<file path="src/rtl/aux_input_conditioner.sv">
// Synchronises and debounces the resume push-button and the slide switches on the board clock.
// Produces a debounced button level, a one-cycle press strobe, and a committed switch vector.
module aux_input_conditioner #(
  parameter int unsigned DebounceCnt = 500000,
  parameter int unsigned SwtBit      = 16
) (
  input  logic              clk,
  input  logic              rst_n,
  input  logic              resume_raw,
  input  logic [SwtBit-1:0] swt_raw,
  output logic              resume_level,
  output logic              resume_pulse,
  output logic [SwtBit-1:0] swt,
  output logic              swt_changed
);

  localparam int unsigned CntW = $clog2(DebounceCnt);
  localparam logic [CntW-1:0] CntMax = CntW'(DebounceCnt - 1);

  typedef enum logic [1:0] {StIdle, StWaitHigh, StPressed, StWaitLow} btn_state_e;

  logic              resume_s1_q, resume_s2_q;
  logic [SwtBit-1:0] swt_s1_q, swt_s2_q;

  btn_state_e        state_q, state_d;
  logic [CntW-1:0]   cnt_q, cnt_d;
  logic              pulse_q, pulse_d;
  logic              level_q, level_d;

  logic [SwtBit-1:0] cand_q, cand_d;
  logic [SwtBit-1:0] swt_q, swt_d;
  logic [CntW-1:0]   scnt_q, scnt_d;
  logic              changed_q, changed_d;

  always_ff @(posedge clk or negedge rst_n) begin
    if (!rst_n) begin
      resume_s1_q <= 1'b0;
      resume_s2_q <= 1'b0;
      swt_s1_q    <= '0;
      swt_s2_q    <= '0;
    end else begin
      resume_s1_q <= resume_raw;
      resume_s2_q <= resume_s1_q;
      swt_s1_q    <= swt_raw;
      swt_s2_q    <= swt_s1_q;
    end
  end

  // Button FSM: a level is accepted only after DebounceCnt consecutive stable samples.
  always_comb begin
    state_d = state_q;
    cnt_d   = cnt_q;
    pulse_d = 1'b0;
    case (state_q)
      StIdle: begin
        if (resume_s2_q) begin
          state_d = StWaitHigh;
          cnt_d   = '0;
        end
      end
      StWaitHigh: begin
        if (!resume_s2_q) begin
          state_d = StIdle;
        end else if (cnt_q == CntMax) begin
          state_d = StPressed;
          pulse_d = 1'b1;
        end else begin
          cnt_d = cnt_q + CntW'(1);
        end
      end
      StPressed: begin
        if (!resume_s2_q) begin
          state_d = StWaitLow;
          cnt_d   = '0;
        end
      end
      StWaitLow: begin
        if (resume_s2_q) begin
          state_d = StPressed;
        end else if (cnt_q == CntMax) begin
          state_d = StIdle;
        end else begin
          cnt_d = cnt_q + CntW'(1);
        end
      end
      default: state_d = StIdle;
    endcase
    level_d = (state_d == StPressed) || (state_d == StWaitLow);
  end

  // Whole-vector debounce: any bit moving restarts the shared count.
  always_comb begin
    cand_d    = cand_q;
    scnt_d    = scnt_q;
    swt_d     = swt_q;
    changed_d = 1'b0;
    if (swt_s2_q != cand_q) begin
      cand_d = swt_s2_q;
      scnt_d = '0;
    end else if (scnt_q == CntMax) begin
      if (cand_q != swt_q) begin
        swt_d     = cand_q;
        changed_d = 1'b1;
      end
    end else begin
      scnt_d = scnt_q + CntW'(1);
    end
  end

  always_ff @(posedge clk or negedge rst_n) begin
    if (!rst_n) begin
      state_q   <= StIdle;
      cnt_q     <= '0;
      pulse_q   <= 1'b0;
      level_q   <= 1'b0;
      cand_q    <= '0;
      swt_q     <= '0;
      scnt_q    <= '0;
      changed_q <= 1'b0;
    end else begin
      state_q   <= state_d;
      cnt_q     <= cnt_d;
      pulse_q   <= pulse_d;
      level_q   <= level_d;
      cand_q    <= cand_d;
      swt_q     <= swt_d;
      scnt_q    <= scnt_d;
      changed_q <= changed_d;
    end
  end

  assign resume_level = level_q;
  assign resume_pulse = pulse_q;
  assign swt          = swt_q;
  assign swt_changed  = changed_q;

endmodule

</file>
<file path="config.mk">
export PLATFORM = sky130hd
export DESIGN_NAME = aux_input_conditioner
export DESIGN_NICKNAME = d
export VERILOG_FILES = /design/src/rtl/aux_input_conditioner.sv
export SDC_FILE = /design/constraint.sdc
export NUM_CORES = 1
export LEC_CHECK = 0
export ABC_AREA = 1
export BUFFER_PORTS_ARGS = -buffer_cell sky130_fd_sc_hd__buf_2
export CAP_MARGIN = 30
export CORE_MARGIN = 10
export CORE_UTILIZATION = 40
export DETAILED_ROUTE_END_ITERATION = 16
export GPL_TIMING_DRIVEN = 0
export HOLD_SLACK_MARGIN = 0.15
export PLACE_DENSITY = 0.64
export SLEW_MARGIN = 30
export SYNTH_ARGS = -nofsm -noshare
export SYNTH_HDL_FRONTEND = slang
export SYNTH_SLANG_ARGS = --single-unit
</file>
<file path="constraint.sdc">
create_clock -name clk -period 3.45 [get_ports clk]
set_input_delay 0.69 -clock clk [delete_from_list [all_inputs] [get_ports clk]]
set_output_delay 0.69 -clock clk [all_outputs]
set_load 0.05 [all_outputs]
</file>
**Yosys cells after proc, flatten, opt, wreduce, memory -nomap -nowiden**

Index checks and enable logic that the tools add are counted.

- Flip-flop bits (word level): 109
- Input bits: 19
- Output and inout bits: 19
- Word-level logic and storage cells: 54

- $add $sub $neg: 2
- Eq/ne operators: 14
- Multiplexer cells: 21
- Bitwise logic cells: 1
- Reductions and logical operators: 4

Operators with widths:

| operator | number |
|---|---|
| $mux 19 | 7 |
| $pmux 19 s4 | 1 |
| $add 19x1->19 const B | 2 |
| $eq 19x19->1 const B | 2 |
| $ne 16x16->1 | 2 |
| $mux 2 | 6 |
| $ne 2x2->1 const B | 5 |
| $eq 2x2->1 const B | 4 |
| $pmux 2 s4 | 1 |
| $mux 1 | 6 |
| $reduce_and 4->1 | 1 |
| $reduce_and 3->1 | 1 |
| $eq 2x1->1 const B | 1 |
| $logic_not 2->1 | 1 |
| $logic_or 1x1->1 | 1 |
| $not 1->1 | 1 |

**Logic depth before layout (Yosys ltp)**

Gate-level depths: netlist of run 1.

- Depth in word-level cells: 6
- Gate-level depth with buffers: 11

**Worst setup path after synthesis of run 1**

No wires, ideal clock.

- Path type: register to register
- Start point: reg swt_q[2], in the netlist swt[2]
- End point: reg swt_q[4], in the netlist swt[4]
- Library setup time: 120 ps
- Arrival time: 1,500 ps
- Data required time: 3,330 ps
- Slack: 1,831 ps
- Cell stages (with the launch flop): 11
- Path buffers: 1
- Period minus slack after synthesis: 1,619 ps
- Path through: dfrtp_1 > inv_1 > nand2_1 > nand2_1 > nor2_1 > nand2_1 > nor2_1 > nand2_2 > buf_2 > nand4_1 > nand2_1

- Word-level cells in the longest chain between the ends: 2

RTL lines:

| what | RTL line | text |
|---|---|---|
| from (decl) | 31 | `logic [SwtBit-1:0] swt_q, swt_d;` |
| from (signal assigned) | 126 | `swt_q <= swt_d;` |
| $ne 16x16->1 | 101 | `if (cand_q != swt_q) begin` |
| $reduce_and 3->1 (no source line) | -- |  |

No other way between the ends.
A chain may end at the register's enable or synchronous reset.

**Worst setup path in the final report of run 1**

- Start point: reg scnt_q[0]
- End point: reg swt_q[0], in the netlist swt[0]

- Word-level cells in the longest chain between the ends: 2

RTL lines:

| what | RTL line | text |
|---|---|---|
| from (decl) | 32 | `logic [CntW-1:0] scnt_q, scnt_d;` |
| from (signal assigned) | 127 | `scnt_q <= scnt_d;` |
| $eq 19x19->1 | 100 | `end else if (scnt_q == CntMax) begin` |
| $reduce_and 3->1 (no source line) | -- |  |

No other way between the ends.

==> results.yml, run 1 <==
status:
  status: "completed"
grt:
  grt_pass1_wl_um: 18600
  grt_antenna_before_repair: 0
  grt_overflow: 0
  grt_usage_pct: 12.6
  grt_pass1_vias: 3956
  grt_max_degree: 70
die:
  die_w_um: 134
  dieHeight_um: 134
  fp-row-count: 41
  start_util_pct: 40.8
  die-area_um2: 17900
  core_area_um2: 12700
  io_pins: 38
setup_path:
  path_delay_family: "simple AND/OR/NAND/NOR gates"
  path_cells: "ha_1 > nand3_1 > nor2_1 > nand2_1 > nor2_1 > nand3_1 > nand2_1 > nand2_1"
  cp.arrival_ns: 2.24
  cp-start-kind: "flip-flop"
  path_max_fanout: 6
  path_buf_inv: 0
  end_kind: "flip-flop"
  worstRegToRegCells: 8
  reg2reg_to: "swt[0]"
  required_ns: 3.69
  cp_common_cell: "nand2_1"
  crit_type: "flip-flop to flip-flop"
  ff2ff_setup_slack_ns: 1.45
  path_depth: 8
  cpMaxStageDelayCell: "dfrtp_1"
  timing.rr.start: "scnt_q[0]"
  slowest_delay_ns: 0.41
  cp-startpoint: "scnt_q[0]"
route:
  via_count: 4072
  antenna_left: 0
  drtPass1Iterations: 5
  avgViaCountPerCell: 4.71
  routedWlPerCell_um: 12.6
  drtIter0Drc: 359
  drc: 0
  drt_wl_total_um: 10900
synth:
  avgSynthCellArea_um2: 8.11
  async_reset_ff_share_pct: 100
  synth_ff_type: "dfrtp_1"
  yosys.area.top_type: "dfrtp_1"
  synth_top_area_share_pct: 52.2
  synth.distinct_cells: 35
  ys_ff_latch: 108
  syn-num-nets: 659
  synth_area_leaders: "dfrtp_1 52%, nand2_1 14%, inv_1 6.2%"
  synth_edf_count: 0
  yosysWarnings: 0
  synthCells: 638
  yosysMostFrequentCell: "nand2_1"
  synth_common_cells: "192 x nand2_1, 108 x dfrtp_1, 86 x inv_1"
  netlist_area_um2: 5170
  ys_seq_area_share_pct: 52.2
cts:
  root_buffer: "clkbuf_16"
  clk_latency_ns: 0.36
  post_cts_resized: 0
  clockBufferDepth: 2
  clkTransAtPathRegs_ns: 0.07
  cts_made_buffers: 9
  cts_tree: "built"
  cts.sinks: 108
  cts_max_level: 3
  cts_setup_buffers: 0
  cts_hold_buf: 0
placement:
  routabilityCongestion: 0.896
  dp_hpwl_um: 7760
  io_buffer_count: 37
  dp.cells: 848
sta:
  hold_viol_final: 0
  maxSlewViolCount: 0
  fin_crit_sh_pct: 57.9
  tightest_slew_ns: 0.516
  setup_viol: 0
  hold_slack_ns: 0.238
  rsz0062_at_grt: "false"
  setup_tns_ns: 0
  period_minus_slack_ns: 2.00
  relSlewSlack_pct: 65.6
  max_freq_mhz: 501
  skew_ns: 0.00854
power:
  p_sw_uw: 551
  clockPowerShare_pct: 42.2
  power_density_nw_per_um2: 422
  pwr-share-seq_pct: 53.2
  p_leak_uw: 0.00275
  p_int_uw: 1950
  peakVddDrop_uv: 275
  combPwrFrac_pct: 4.6
  swShare_pct: 22.1
flow_run:
  max_cap_viol_count: 0
finish:
  antenna_cells: 0
  layout-drive-gt1-share_pct: 12.3
  final_nets: 708
  finalNonFillerCells: 864
  syn2layout_area_growth_pct: 14.3
hold_path:
  min_path_type: "primary input to asynchronous set/reset pin"
## kinds of logic after synthesis
group,count (synthesis),share of synthesized area [%]
buffers and inverters,115,9.28
AOI/OAI and AO/OA,49,5.34
and+or+nand+nor,347,29.8
xor gates and xnor gates,17,2.88
DFF,108,52.2
adders and majority gates,2,0.483
## power groups by stage
| stage | clock network (uW) | registers (uW) | logic, uW |
|---|---|---|---|
| 4_1_cts | 1100 | 1330 | 119 |
| 3_3_place_gp | 0 | 1350 | 111 |
| 2_1_floorplan | 0 | 1340 | 64.2 |
| 3_5_place_dp | 0 | 1350 | 119 |
| 6_report | 1050 | 1330 | 115 |
| 5_1_grt | 1130 | 1330 | 134 |
## flip-flops by register name (all words and copies together), names as in the netlist
name          count
cand_q           16
swt_s1_q         16
resume_s1_q       1
swt              16
resume_s2_q       1
swt_s2_q         16
scnt_q           19
state_q           1
cnt_q            19
resume_level      1
swt_changed       1
resume_pulse      1
## placed cells by master, fill, tap and decap left out, drive strengths merged
cell / instances
a21oi: 17
buf: 47
bufinv: 1
clkbuf: 29
clkinv: 2
clkinvlp: 1
dfrtp: 108
ha: 2
inv: 89
nand2: 193
nand2b: 1
nand3: 39
nand3b: 3
nand4: 31
nor2: 61
nor3: 15
nor4: 2
o21ai: 30
o21bai: 1
o31ai: 1
or2: 2
xnor2: 12
xor2: 5
## per-layer routing
metal | wire, um | vias to the layer above | share of wire [%] | global-route usage, %
met1 | 5320 | 1893 | 49 | 16.0
met3 | 406 | 15 | 3.7 | 3.38
li1 | - | 2094 | - | -
met2 | 4940 | 70 | 45 | 19.6
met4 | 203 | 0 | 1.9 | 5.93
met5 | 0 | - | 0 | 0
## worst reg2reg max path: stages (launching register included)
cell     delay (ns)
dfrtp_1        0.41
ha_1           0.21
nand3_1        0.21
nor2_1         0.16
nand2_1        0.06
nor2_1         0.39
nand3_1        0.28
nand2_1        0.12
nand2_1        0.05
## worst max-delay path by stage
stage | endpoint | slack [ns]
5_1_grt | swt[0] | 1.31
4_1_cts | swt[1] | 1.46
6_report | swt[0] | 1.45
3_3_place_gp | swt_s1_q[2] | 0.44
2_1_floorplan | swt[4] | 1.83
3_5_place_dp | swt[3] | 1.48
## stage by stage
| stage | total power, uW | util, % | instance area [um^2] | setup slack, ns |
|---|---|---|---|---|
| 2_1_floorplan | 1410 | - | 5170 | 1.83 |
| 3_3_place_gp | 1460 | 44.0 | 5580 | 0.444 |
| 3_5_place_dp | 1470 | 44.3 | 5610 | 1.48 |
| 4_1_cts | 2540 | 46.7 | 5910 | 1.46 |
| 5_1_grt | 2600 | 46.7 | 5910 | 1.31 |
| 6_report | 2500 | 46.7 | 5910 | 1.45 |
## cell type report
type,instances,area (um^2)
Buffer,26,141
Clock buffer,12,256
Clock inverter,4,47.5
Fill cell,1228,6760
Inverter,89,339
Multi-Input combinational cell,415,1990
Sequential cell,108,2700
Tap cell,172,215
Timing Repair Buffer,38,219
(Power assumes the default switching activity.)
==> run 2, diff against run 1 <==
==> constraint.sdc (replaced) <==
create_clock -name clk -period 2.1 [get_ports clk]
set_input_delay 0.42 -clock clk [delete_from_list [all_inputs] [get_ports clk]]
set_output_delay 0.42 -clock clk [all_outputs]
set_load 0.05 [all_outputs]
==> run 2 against run 1 <==
- count of clock-buffer cells in the layout is the same
- worst hold slack lost 0.069 ns
- power grew 65%
- flip-flop and latch count is the same
- non-clock buffer count grew 4
- core utilization grew 0.34 points
- combinational power grew 70%
- via count shrank 0.17%
- sequential power grew 64%
- global-route usage grew 0.055 points
- largest cell class unchanged
==> results.yml, run 2 (synthesis gave the netlist of run 1 again) <==
setup_path:
  timing.rr.start: "cnt_q[0]"
  crit_type: "flip-flop to flip-flop"
  required_ns: 2.33
  ff2ff_setup_slack_ns: 0.25
  path_buf_inv: 2
  end_kind: "flip-flop"
  cpMaxStageDelayCell: "dfrtp_1"
  cp_common_cell: "nor2_4"
  reg2reg_to: "cnt_q[16]"
  path_max_fanout: 10
  path_delay_family: "simple AND/OR/NAND/NOR gates"
  path_depth: 9
  cp-startpoint: "cnt_q[0]"
  path_cells: "ha_1 > nand3_2 > nand3b_1 > nor2_4 > nor2_4 > inv_6 > buf_6 > nand2_1 > o21ai_0"
  worstRegToRegCells: 9
  cp.arrival_ns: 2.08
  slowest_delay_ns: 0.43
  cp-start-kind: "flip-flop"
die:
  fp-row-count: 41
  die_w_um: 134
  start_util_pct: 40.8
  io_pins: 38
  dieHeight_um: 134
  die-area_um2: 17900
  core_area_um2: 12700
sta:
  relSlewSlack_pct: 66.0
  setup_viol: 0
  setup_tns_ns: 0
  period_minus_slack_ns: 1.85
  skew_ns: 0.00897
  maxSlewViolCount: 0
  tightest_slew_ns: 0.510
  max_freq_mhz: 541
  fin_crit_sh_pct: 88.1
  hold_viol_final: 0
  rsz0062_at_grt: "false"
  hold_slack_ns: 0.169
cts:
  cts_max_level: 3
  clk_latency_ns: 0.36
  cts_made_buffers: 9
  cts_tree: "built"
  root_buffer: "clkbuf_16"
  clkTransAtPathRegs_ns: 0.07
  cts.sinks: 108
  clockBufferDepth: 2
power:
  p_leak_uw: 0.00277
  power.total_uw: 4110
  peakVddDrop_uv: 452
  power_density_nw_per_um2: 690
placement:
  routabilityCongestion: 0.896
  io_buffer_count: 37
  dp_hpwl_um: 7760
  dp.cells: 848
finish:
  final_nets: 712
  syn2layout_area_growth_pct: 15.1
  final_util_pct: 47.0
  largest_registers: "cnt_q: 19 flops, scnt_q: 19 flops"
  antenna_cells: 0
  finalNonFillerCells: 868
  final_common_cell: "nand2_1"
  layout-drive-gt1-share_pct: 12.4
  layout_common_cells: "192 x nand2_1, 108 x dfrtp_1, 86 x inv_1"
grt:
  grt_pass1_vias: 3973
  grt_usage_pct: 12.7
  grt_pass1_wl_um: 18700
  grt_overflow: 0
  grt_antenna_before_repair: 0
  grt_max_degree: 70
hold_path:
  min_path_type: "primary input to flip-flop"
  min_from: "swt_raw[9]"
  hold_end: "swt_s1_q[9]"
  min_path_cells: 1
route:
  drtPass1Iterations: 4
  antenna_left: 0
  drc: 0
  avgViaCountPerCell: 4.68
  via_count: 4065
  routedWlPerCell_um: 12.5
  drtIter0Drc: 334
  drt_wl_total_um: 10900
flow_run:
  max_cap_viol_count: 0
status:
  status: "completed"
==> run 2: cell types whose count changed in the layout (fill, tap and decap cells not counted) <==
| cell | before | now |
|---|---|---|
| dlygate4sd3_1 | 0 | 4 |
| nor2_1 | 56 | 55 |
| nor2_2 | 1 | 2 |
==> run 2: how the worst max path moves through the flow <==
| stage | endpoint | slack (ns) |
|---|---|---|
| 6_report | cnt_q[16] | 0.25 |
| 5_1_grt | cnt_q[16] | 0.07 |
| 4_1_cts | swt[1] | 0.11 |
| 3_5_place_dp | swt[3] | 0.13 |
| 3_3_place_gp | swt_s1_q[2] | -0.64 |
| 2_1_floorplan | swt[4] | 0.48 |
==> run 2: layout make-up <==
type | instances | area (um^2)
clock buffers | 12 | 256
clock inverters | 4 | 47.5
well taps | 172 | 215
repair buffers | 42 | 259
fillers | 1225 | 6720
flip-flops and latches | 108 | 2700
multi-input cells | 415 | 1990
plain buffers | 26 | 141
inverters | 89 | 339
==> run 2: metal layers <==
| metal | global-route usage [%] | up-vias | wire length, um |
|---|---|---|---|
| li1 | - | 2098 | - |
| met1 | 16.1 | 1887 | 5280 |
| met2 | 19.7 | 64 | 4940 |
| met3 | 3.42 | 16 | 441 |
| met4 | 5.93 | 0 | 207 |
| met5 | 0 | - | 0 |
==> run 2: worst reg2reg max path, stage by stage (launching register included) <==
cell,delay (ns)
dfrtp_1,0.43
ha_1,0.28
nand3_2,0.16
nand3b_1,0.17
nor2_4,0.07
nor2_4,0.26
inv_6,0.08
buf_6,0.15
nand2_1,0.06
o21ai_0,0.08
==> run 2: power breakdown <==
group	total (uW)	internal, uW	switching, uW
combinational	195	79.1	116
sequential	2180	2140	44.4
clock	1730	986	745
==> run 2: metrics by stage <==
step / cell area [um^2] / setup WS, ns
finish: 5960 / 0.251
global route: 5960 / 0.0703
floorplan: 5170 / 0.481
global placement: 5580 / -0.636
detailed placement: 5610 / 0.133
CTS: 5950 / 0.112
==> run 2: what timing repair did <==
item	in CTS	in global routing
resized for setup	0	1
endpoints found under the setup margin	0	5
endpoints found under the hold margin	42	0
setup buffers	0	0
hold buffers	4	0
